File: src/rtl/muxed_sample_ring.sv
// muxed_sample_ring: per-channel recirculating sample rings; each head loads data_in on its capture phase
// and otherwise reloads from its tail, so the DUT input paths keep toggling deterministically.
module muxed_sample_ring #(
  parameter int WIDTH    = 32,
  parameter int CHANNELS = 1,
  parameter int DEPTH    = 2,
  parameter int PERIOD   = 2,
  parameter int PHASE    = 0,
  parameter int STAGGER  = 0
) (
  input  logic                         pll_clock,
  input  logic                         reset_n,
  input  logic                         enable,
  input  logic [CHANNELS*WIDTH-1:0]    data_in,
  output logic [CHANNELS*WIDTH-1:0]    data_out,
  output logic [CHANNELS-1:0]          capture
);
  localparam int CW = (PERIOD > 1) ? $clog2(PERIOD) : 1;
  if (PERIOD < 1 || DEPTH < 1 || PHASE < 0 || PHASE >= PERIOD) begin : g_bad_params
    $error("muxed_sample_ring: need PERIOD>=1, DEPTH>=1, 0<=PHASE<PERIOD");
  end
  (* keep = "true", dont_touch = "true", preserve *) logic [CW-1:0] cnt;
  logic [CHANNELS-1:0] cap;
  always_ff @(posedge pll_clock or negedge reset_n) begin
    if (!reset_n) cnt <= '0;
    else if (enable) cnt <= (cnt == CW'(PERIOD - 1)) ? '0 : cnt + 1'b1;
  end
  always_ff @(posedge pll_clock or negedge reset_n) begin
    if (!reset_n) capture <= '0;
    else capture <= cap;
  end
  for (genvar c = 0; c < CHANNELS; c++) begin : g_ch
    // Normalised so a negative stagger still lands on a valid counter value.
    localparam int PH = ((PHASE + c * STAGGER) % PERIOD + PERIOD) % PERIOD;
    (* keep = "true", dont_touch = "true", shreg_extract = "no", preserve *) logic [WIDTH-1:0] s [DEPTH];
    assign cap[c] = enable & (cnt == CW'(PH));
    assign data_out[c*WIDTH +: WIDTH] = s[0];
    always_ff @(posedge pll_clock or negedge reset_n) begin
      if (!reset_n) s <= '{default: '0};
      else if (enable) begin
        s[0] <= cap[c] ? data_in[c*WIDTH +: WIDTH] : s[DEPTH-1];
        for (int i = 1; i < DEPTH; i++) s[i] <= s[i-1];
      end
    end
  end
endmodule

File: config.mk
export PLATFORM = sky130hd
export DESIGN_NAME = muxed_sample_ring
export DESIGN_NICKNAME = d
export VERILOG_FILES = /design/src/rtl/muxed_sample_ring.sv
export SDC_FILE = /design/constraint.sdc
export NUM_CORES = 1
export LEC_CHECK = 0
export CORE_ASPECT_RATIO = 1.75
export CORE_MARGIN = 4
export CORE_UTILIZATION = 40
export CTS_BUF_LIST = sky130_fd_sc_hd__clkbuf_2 sky130_fd_sc_hd__clkbuf_4 sky130_fd_sc_hd__clkbuf_8
export DETAILED_ROUTE_END_ITERATION = 8
export HOLD_SLACK_MARGIN = 0.1
export PLACE_DENSITY = 0.65
export SETUP_SLACK_MARGIN = 0.1
export SLEW_MARGIN = 20
export SYNTH_ARGS = -nofsm -noshare
export SYNTH_HDL_FRONTEND = slang
export SYNTH_SLANG_ARGS = --single-unit
File: constraint.sdc
create_clock -name pll_clock -period 1.2 [get_ports pll_clock]
set_clock_uncertainty 0.05 [all_clocks]
set_input_delay 0.24 -clock pll_clock [delete_from_list [all_inputs] [get_ports pll_clock]]
set_output_delay 0.24 -clock pll_clock [all_outputs]
set_load 0.03 [all_outputs]
* Word level (Yosys, flattened, before mapping)
Cells that the tools add are included.
Storage, ports and cells: input bits 35, register bits 66, output and inout port bits 33
Cells by class: mux-type cells 2, bitwise logic cells 2, $add $sub $neg 1
Operators with widths (count):
- 32-bit 2-to-1 mux | 1
- 1-bit adder (second input constant) | 1
- 1-bit bitwise AND | 1
- 1-bit 2-to-1 mux | 1
- 1-bit inverter | 1

* Logic depth before layout (Yosys ltp)
Gate-level depths: netlist (run 1).
depth after elaboration 3, gate-level depth with buffers 4

* Worst setup path before layout (run 1)
No wires, ideal clock.
path type reg2reg, start register cnt, end register g_ch[0].s, in the netlist data_out[0], arrival time 0.845 ns, cell stages (with the launch flop) 5, library setup time 0.126 ns, path slack 0.180 ns, path buffers 2, path through dfrtp_1 > buf_6 > buf_12 > mux2i_1 > a21oi_1
On the way: word-level cells in the longest chain between the ends 3
Ends and longest elaborated chain:
- from (decl) | line 22 | (* keep = "true", dont_touch = "true", preserve *) logic [CW-1:0] cnt;
- from (signal assigned) | line 26 | else if (enable) cnt <= (cnt == CW'(PERIOD - 1)) ? '0 : cnt + 1'b1;
- 1-bit inverter | line 36 | assign cap[c] = enable & (cnt == CW'(PH));
- 1-bit bitwise AND | line 36
- 32-bit 2-to-1 mux | line 41 | s[0] <= cap[c] ? data_in[c*WIDTH +: WIDTH] : s[DEPTH-1];
- to (decl) | line 35 | (* keep = "true", dont_touch = "true", shreg_extract = "no", preserve *) logic [WIDTH-1:0] s [DEPTH];
Every way passes these cells. A chain may end at the register's enable or synchronous reset.

* Final worst setup path (run 1)
start register g_ch[0].s, in the netlist data_out[12], end output data_out[12]
RTL lines:
- to (decl) | line 15 | output logic [CHANNELS*WIDTH-1:0] data_out,
No word-level cell between the ends.

==> key figures, run 1 <==
GRT
  • GRT Total Usage: 0.1368
  • Met3 capacity usage during global routing: 0.03534
  • Met1 Usage GRT: 0.1578
  • Via count of the first global-routing pass: just under 2,000
  • Global-route congestion overflow total: 0
  • Number of antenna violations at the first check in global routing: 0
  • Wire length of the first global-routing pass: 9453 um
  • GRT met2 Usage: 0.2184
  • Largest net degree at the start of global routing: 67
  • Busiest metal layer after global routing: met2

Clock network
  • Number of clock sinks: 66
  • Clock latency of the later-clocked register in the worst-skew pair: 340 ps
  • Number of clock buffers inserted by TritonCTS: 9
  • Max Root-Sink Buffers: 2
  • Max H-tree Level: 3
  • Clock tree from TritonCTS: yes
  • Clock transition at the register clock pins on the worst setup and hold paths after CTS: 70 ps
  • CTS Root Buffer Type: sky130_fd_sc_hd__clkbuf_8

Logic synthesis
  • Number of distinct library cells after synthesis: 13
  • Yosys warning total: 0
  • Post-Syn Area per Cell: 12.91 um2
  • Yosys top cell area share: 0.5263
  • Nets in the synthesized netlist: 278
  • Number of register bits inferred by synthesis: 66
  • Top area cells in the synthesized netlist: sky130_fd_sc_hd__dfrtp_1 (53%), sky130_fd_sc_hd__mux2_4 (14%), sky130_fd_sc_hd__mux2i_1 (10%)
  • Post-Synthesis Cell Area: 3138 um2
  • Synth Instances: 243
  • Post-synth top area cell: sky130_fd_sc_hd__dfrtp_1
  • Register area share after synthesis: 0.5263

Floorplanning
  • Boundary pin count: a little under 70
  • Width of the die: 74.96 um
  • Site Rows: 42
  • Initial Utilization: 0.4118
  • Die height: 125.2 um
  • Core Box Area: 7620 um2
  • Die Outline Area: roughly 9400 um2

Final layout
  • Layout Cells excl Fill: 421
  • Number of fill cells in the layout: 653
  • Sequential cell area: 1653 um2
  • Post-route design area: 4284 um2
  • Final net count: 363
  • Footprint of the multi-input gates: approximately 1100 um2
  • Area grow syn2layout: 36.52%
  • Fraction of final layout cells sized beyond drive strength 1: 0.4174
  • Diodes inserted: 0

Timing
  • Maximum operating frequency: 0.8319 GHz
  • Pin slew with the least headroom to its limit: 374.8 ps
  • Max transition margin: 0.7501
  • Final critical-path share of the clock period: 1.002
  • Setup-violating endpoint count in the final report: 1
  • Hold WS: 131.8 ps
  • Hold violation count in the final report: 0
  • Number of max-slew violations in the final report: 0
  • Clock period minus worst slack: 1202 ps
  • Slack of the critical path: -2.081 ps
  • Setup repair after global routing missed its margin: yes

Critical path
  • CP Class: flip-flop to primary output
  • Arrival time reported for the critical path endpoint: 910 ps
  • Count of buffer and inverter cells on the critical path: 1
  • CP max-delay cell: sky130_fd_sc_hd__dfrtp_1
  • Max stage delay on crit path: 410 ps
  • Critical Path Start Type: flip-flop
  • Series of cell instances along the critical path: buf_6
  • Element type at the critical path end: primary output
  • Worst endpoint required time: 910 ps
  • Max Fanout on Critical Path: 3
  • Gate family responsible for the most delay along the worst path: flip-flops

Worst hold path
  • Path type of the worst min-delay path: primary input to flip-flop

Drt
  • Remaining design rule violation count: 0
  • Number of routed nets with antenna violations: 0
  • Iteration count of the initial detailed-routing pass: 4
  • Routed vias: between 1,500 and 2,000
  • Per-cell via count in the routed design: 4.727
  • Routed WL: 6272 um
  • Starting DRT DRC Count: 89
  • Per-cell routed wire length: 14.90 um

Power and ir drop
  • IR drop worst, VDD: 0.001092 V
  • Total power of the final layout: 10.68 mW
  • Leakage component of the power: around 2.0 nW
  • Power density over the cells: 2493 nW/um2

Status
  • Violated checks: setup timing
  • Result of the run: finished, violations left

Placed design
  • Number of I/O port buffers: 67
  • Final estimated routing congestion in global placement: around 0.70
  • Placed wire-length estimate: roughly 3800 um
  • Standard cell area after detailed placement: 3590 um2
  • Number of placed cells counting well taps: 362
  • Worst slack at placement: 46.90 ps

Job
  • Number of max-cap violations: 0
## power breakdown
group	internal, mW	total, mW	switching (mW)	leakage (nW)
registers	3.12	3.78	0.664	0.720
clock network	0.959	1.76	0.802	0.103
logic	3.00	5.14	2.14	1.19
## layout make-up
type / instances / share of cell area
flip-flops and latches: 66 / 0.3858
repair buffers: 121 / 0.2853
multi-input cells: 130 / 0.2588
clock buffers: 14 / 0.04206
well taps: 88 / 0.02570
clock inverters: 2 / 0.002336
## metal layers
layer	up-vias	routed length [um]
met1	981	2418
met3	11	251
met5	-	0
met2	39	3425
met4	0	178
li1	959	-
## synthesized netlist by cell type
library cell / n
sky130_fd_sc_hd__a21oi_1: 32
sky130_fd_sc_hd__xor2_1: 1
sky130_fd_sc_hd__nor2_1: 32
sky130_fd_sc_hd__mux2i_1: 32
sky130_fd_sc_hd__mux2_2: 1
sky130_fd_sc_hd__nor2b_1: 1
sky130_fd_sc_hd__mux2_1: 1
sky130_fd_sc_hd__buf_12: 3
sky130_fd_sc_hd__mux2_4: 30
sky130_fd_sc_hd__buf_6: 6
sky130_fd_sc_hd__buf_4: 32
sky130_fd_sc_hd__dfrtp_1: 66
sky130_fd_sc_hd__buf_2: 6
## cell families (layout without fill, tap and decap cells)
logic type      after synthesis  in the layout  synth area share
buf+inv                      47            137            0.1268
simple gates                 33             33           0.04027
flops                        66             66            0.5263
compound gates               32             32           0.05104
mux                          64             64            0.2528
xor+xnor                      1              1          0.002792
## sequential cells by signal, summed over array words and instances (netlist names)
| name | cells |
|---|---|
| capture | 1 |
| cnt | 1 |
| data_out | 32 |
| g_ch.s | 32 |
## placed cells by master (no fill, tap or decap)
| master | instances |
|---|---|
| sky130_fd_sc_hd__dlygate4sd3_1 | 1 |
| sky130_fd_sc_hd__dfrtp_2 | 1 |
| sky130_fd_sc_hd__a21oi_2 | 1 |
| sky130_fd_sc_hd__buf_6 | 33 |
| sky130_fd_sc_hd__mux2i_1 | 31 |
| sky130_fd_sc_hd__mux2_4 | 31 |
| sky130_fd_sc_hd__clkinv_2 | 2 |
| sky130_fd_sc_hd__nor2_1 | 32 |
| sky130_fd_sc_hd__mux2_2 | 1 |
| sky130_fd_sc_hd__buf_12 | 6 |
| sky130_fd_sc_hd__clkbuf_16 | 2 |
| sky130_fd_sc_hd__nor2b_1 | 1 |
| sky130_fd_sc_hd__clkdlybuf4s50_1 | 32 |
| sky130_fd_sc_hd__clkbuf_8 | 12 |
| sky130_fd_sc_hd__clkbuf_4 | 2 |
| sky130_fd_sc_hd__buf_2 | 1 |
| sky130_fd_sc_hd__mux2i_4 | 1 |
| sky130_fd_sc_hd__buf_4 | 46 |
| sky130_fd_sc_hd__a21oi_1 | 31 |
| sky130_fd_sc_hd__xor2_1 | 1 |
| sky130_fd_sc_hd__dfrtp_1 | 65 |
## metrics by stage
step           setup TNS [ps]  utilization
2_1_floorplan               0            -
6_report               -2.081       0.5622
5_1_grt                -426.2       0.5622
3_3_place_gp                0       0.4711
4_1_cts                -137.5       0.5412
3_5_place_dp                0       0.4711
## path summary, 6_finish.rpt
check	endpoint	slack [ps]	start	cells after the start
min	data_out[16]$_DFFE_PN0P_	130	enable	2
min reg2reg	g_ch[0].s[15]$_DFFE_PN0P_	460	g_ch[0].s[15]$_DFFE_PN0P_	1
min in group asynchronous	data_out[8]$_DFFE_PN0P_	370	reset_n	3
max in group asynchronous	cnt$_DFFE_PN0P_	380	reset_n	3
max	data_out[12]	-2	data_out[12]$_DFFE_PN0P_	1
max reg2reg	data_out[5]$_DFFE_PN0P_	40	cnt$_DFFE_PN0P_	3
## repair_timing
| item | in CTS | in global routing |
|---|---|---|
| gates cloned | 0 | 2 |
| hold endpoints to repair | 66 | 0 |
| pin swaps | 0 | 27 |
| gates resized for setup | 33 | 4 |
| setup endpoints to repair | 33 | 48 |
| hold buffers | 1 | 0 |
| buffers inserted | 28 | 12 |
No activity file was read; power rests on OpenSTA's default activity.
==> run 2: changes to the inputs <==
- PLACE_DENSITY: 0.65 -> 0.67
==> key figures, run 2 (synthesized netlist as in run 1, its figures left out) <==
Status
  • Result of the run: completed (was finished, violations left)

Floorplanning
  • Initial Utilization: 0.4118 (unchanged)
  • Die height: 125.2 um (unchanged)
  • Die Outline Area: 9382 um2 (unchanged)
  • Width of the die: 74.96 um (unchanged)
  • Site Rows: 42 (unchanged)
  • Boundary pin count: 68 (unchanged)
  • Core Box Area: 7620 um2 (unchanged)

Power and ir drop
  • Design internal power: 7.105 mW (was 7.072 mW)
  • Share of power burned in registers: 0.349 (was 0.354)
  • Portion of total power attributed to combinational logic: 0.497 (was 0.481)
  • Clock network fraction of total power: 0.154 (was 0.165)
  • Leakage component of the power: 2.004 nW (was 2.008 nW)
  • Switching part of the total power: 0.3393 (was 0.3380)
  • Power density over the cells: 2512 nW/um2 (was 2493 nW/um2)
  • IR drop worst, VDD: 0.001218 V (was 0.001092 V)
  • NetSw: 3.649 mW (was 3.610 mW)

Clock network
  • Clock tree from TritonCTS: yes (unchanged)
  • Number of clock sinks: 66 (unchanged)
  • Max Root-Sink Buffers: 2 (unchanged)
  • CTS Root Buffer Type: sky130_fd_sc_hd__clkbuf_8 (unchanged)
  • Clock transition at the register clock pins on the worst setup and hold paths after CTS: 70 ps (about the same)
  • Clock latency of the later-clocked register in the worst-skew pair: 340 ps (about the same)
  • Max H-tree Level: 3 (unchanged)
  • Number of clock buffers inserted by TritonCTS: 9 (unchanged)

Timing
  • Hold violation count in the final report: 0 (unchanged)
  • Pin slew with the least headroom to its limit: 353.0 ps (was 374.8 ps)
  • Sum Neg Setup Slack: 0 ps (was -2.081 ps)
  • Hold WS: 227.6 ps (was 131.8 ps)
  • Slack of the critical path: 7.226 ps (was -2.081 ps)
  • Maximum operating frequency: 0.8384 GHz (was 0.8319 GHz)
  • Clock period minus worst slack: 1193 ps (was 1202 ps)
  • Max transition margin: 0.7646 (was 0.7501)
  • Setup-violating endpoint count in the final report: 0 (was 1)
  • Final critical-path share of the clock period: 0.9940 (was 1.002)
  • Setup repair after global routing missed its margin: yes (unchanged)
  • Number of max-slew violations in the final report: 0 (unchanged)

Final layout
  • Most common cell after layout, fill and taps aside: sky130_fd_sc_hd__dfrtp_1 (unchanged)
  • Final net count: 362 (was 363)
  • Leading cell types in the layout, fill and taps excluded: sky130_fd_sc_hd__dfrtp_1 (65), sky130_fd_sc_hd__buf_4 (41), sky130_fd_sc_hd__buf_6 (36) (was sky130_fd_sc_hd__dfrtp_1 (65), sky130_fd_sc_hd__buf_4 (46), sky130_fd_sc_hd__buf_6 (33))
  • Number of fill cells in the layout: 630 (was 653)
  • Final core occ: 0.5617 (was 0.5622)
  • Fraction of final layout cells sized beyond drive strength 1: 0.4079 (was 0.4174)
  • Area grow syn2layout: 36.40% (was 36.52%)
  • Layout Cells excl Fill: 419 (was 421)
  • Diodes inserted: 0 (unchanged)

Critical path
  • Worst endpoint required time: 910 ps (about the same)
  • Critical Path Start Type: flip-flop (unchanged)
  • Count of buffer and inverter cells on the critical path: 1 (unchanged)
  • Series of cell instances along the critical path: buf_6 (unchanged)
  • Launch point of the worst reg-to-reg path: cnt$_DFFE_PN0P_ (unchanged)
  • Max Fanout on Critical Path: 2 (was 3)
  • CP max-delay cell: sky130_fd_sc_hd__dfrtp_1 (unchanged)
  • Arrival time reported for the critical path endpoint: 900 ps (was 910 ps)
  • Gate family responsible for the most delay along the worst path: flip-flops (unchanged)
  • Element type at the critical path end: primary output (unchanged)
  • Crit. Startpoint: data_out[4]$_DFFE_PN0P_ (was data_out[12]$_DFFE_PN0P_)
  • Max stage delay on crit path: 410 ps (about the same)
  • CP Class: flip-flop to primary output (unchanged)

GRT
  • Largest net degree at the start of global routing: 67 (unchanged)
  • Wire length of the first global-routing pass: 9722 um (was 9453 um)
  • Global-route congestion overflow total: 0 (unchanged)
  • GRT Total Usage: 0.1364 (was 0.1368)
  • Number of antenna violations at the first check in global routing: 0 (unchanged)
  • Via count of the first global-routing pass: 2,053 (was 1,937)

Drt
  • Starting DRT DRC Count: 144 (was 89)
  • Routed WL: 6264 um (was 6272 um)
  • Iteration count of the initial detailed-routing pass: 7 (was 4)
  • Per-cell routed wire length: 14.95 um (was 14.90 um)
  • Routed vias: 1,981 (was 1,990)
  • Per-cell via count in the routed design: 4.728 (was 4.727)
  • Remaining design rule violation count: 0 (unchanged)
  • Number of routed nets with antenna violations: 0 (unchanged)

Placed design
  • Placed wire-length estimate: 3551 um (was 3819 um)
  • Worst slack at placement: 74.83 ps (was 46.90 ps)
  • Number of I/O port buffers: 67 (unchanged)
  • Number of placed cells counting well taps: 358 (was 362)
  • Final estimated routing congestion in global placement: 0.7002 (was 0.6961)

Worst hold path
  • Path type of the worst min-delay path: primary input to flip-flop (unchanged)
  • Start point of the worst hold path: enable (unchanged)

Job
  • Number of max-cap violations: 0 (unchanged)
run 2: through the flow:
step	instance area (um2)	power [mW]
detailed placement	3535	7.502
floorplan	3138	7.014
global placement	3535	7.415
CTS	4073	10.16
finish	4280	10.75
global route	4280	11.39
run 2: worst paths after layout:
check | to | slack [ps] | cells past startpoint
min in group asynchronous | data_out[14]$_DFFE_PN0P_ | 400 | 3
setup reg to reg | data_out[22]$_DFFE_PN0P_ | 70 | 4
setup / recovery | data_out[4] | 7 | 1
hold reg to reg | g_ch[0].s[30]$_DFFE_PN0P_ | 450 | 1
hold / removal | data_out[13]$_DFFE_PN0P_ | 230 | 3
max in group asynchronous | cnt$_DFFE_PN0P_ | 420 | 3
run 2: per-layer routing:
metal / vias up / global-route usage / part of all wire
met5: - / 0 / 0
met4: 0 / 0.07547 / 0.015
li1: 954 / - / -
met3: 6 / 0.04016 / 0.054
met2: 47 / 0.2184 / 0.54
met1: 974 / 0.1580 / 0.39
run 2: repair_timing:
item | 4_1_cts | 5_1_grt
cloned | 1 | 3
setup buffers | 27 | 14
pin swaps | 0 | 30
gates resized for setup | 34 | 7
hold buffers | 1 | 0
setup endpoints to repair | 34 | 65
hold endpoints to repair | 66 | 0
run 2: layout make-up:
cell class	count	area, um2	area share
clock buffer	12	158.9	0.03712
clock inverter	3	15.01	0.003508
multi-input combinational	130	1092	0.2552
sequential	66	1653	0.3861
tap	88	110.1	0.02572
timing repair buffer	120	1251	0.2923
run 2: power groups by stage:
| stage | registers [mW] | clock network, mW | logic [mW] |
|---|---|---|---|
| after CTS | 3.76 | 1.73 | 4.68 |
| after floorplan | 3.58 | 0 | 3.43 |
| after global placement | 3.74 | 0 | 3.67 |
| final | 3.75 | 1.65 | 5.35 |
| after global routing | 3.84 | 1.84 | 5.71 |
| after detailed placement | 3.77 | 0 | 3.73 |
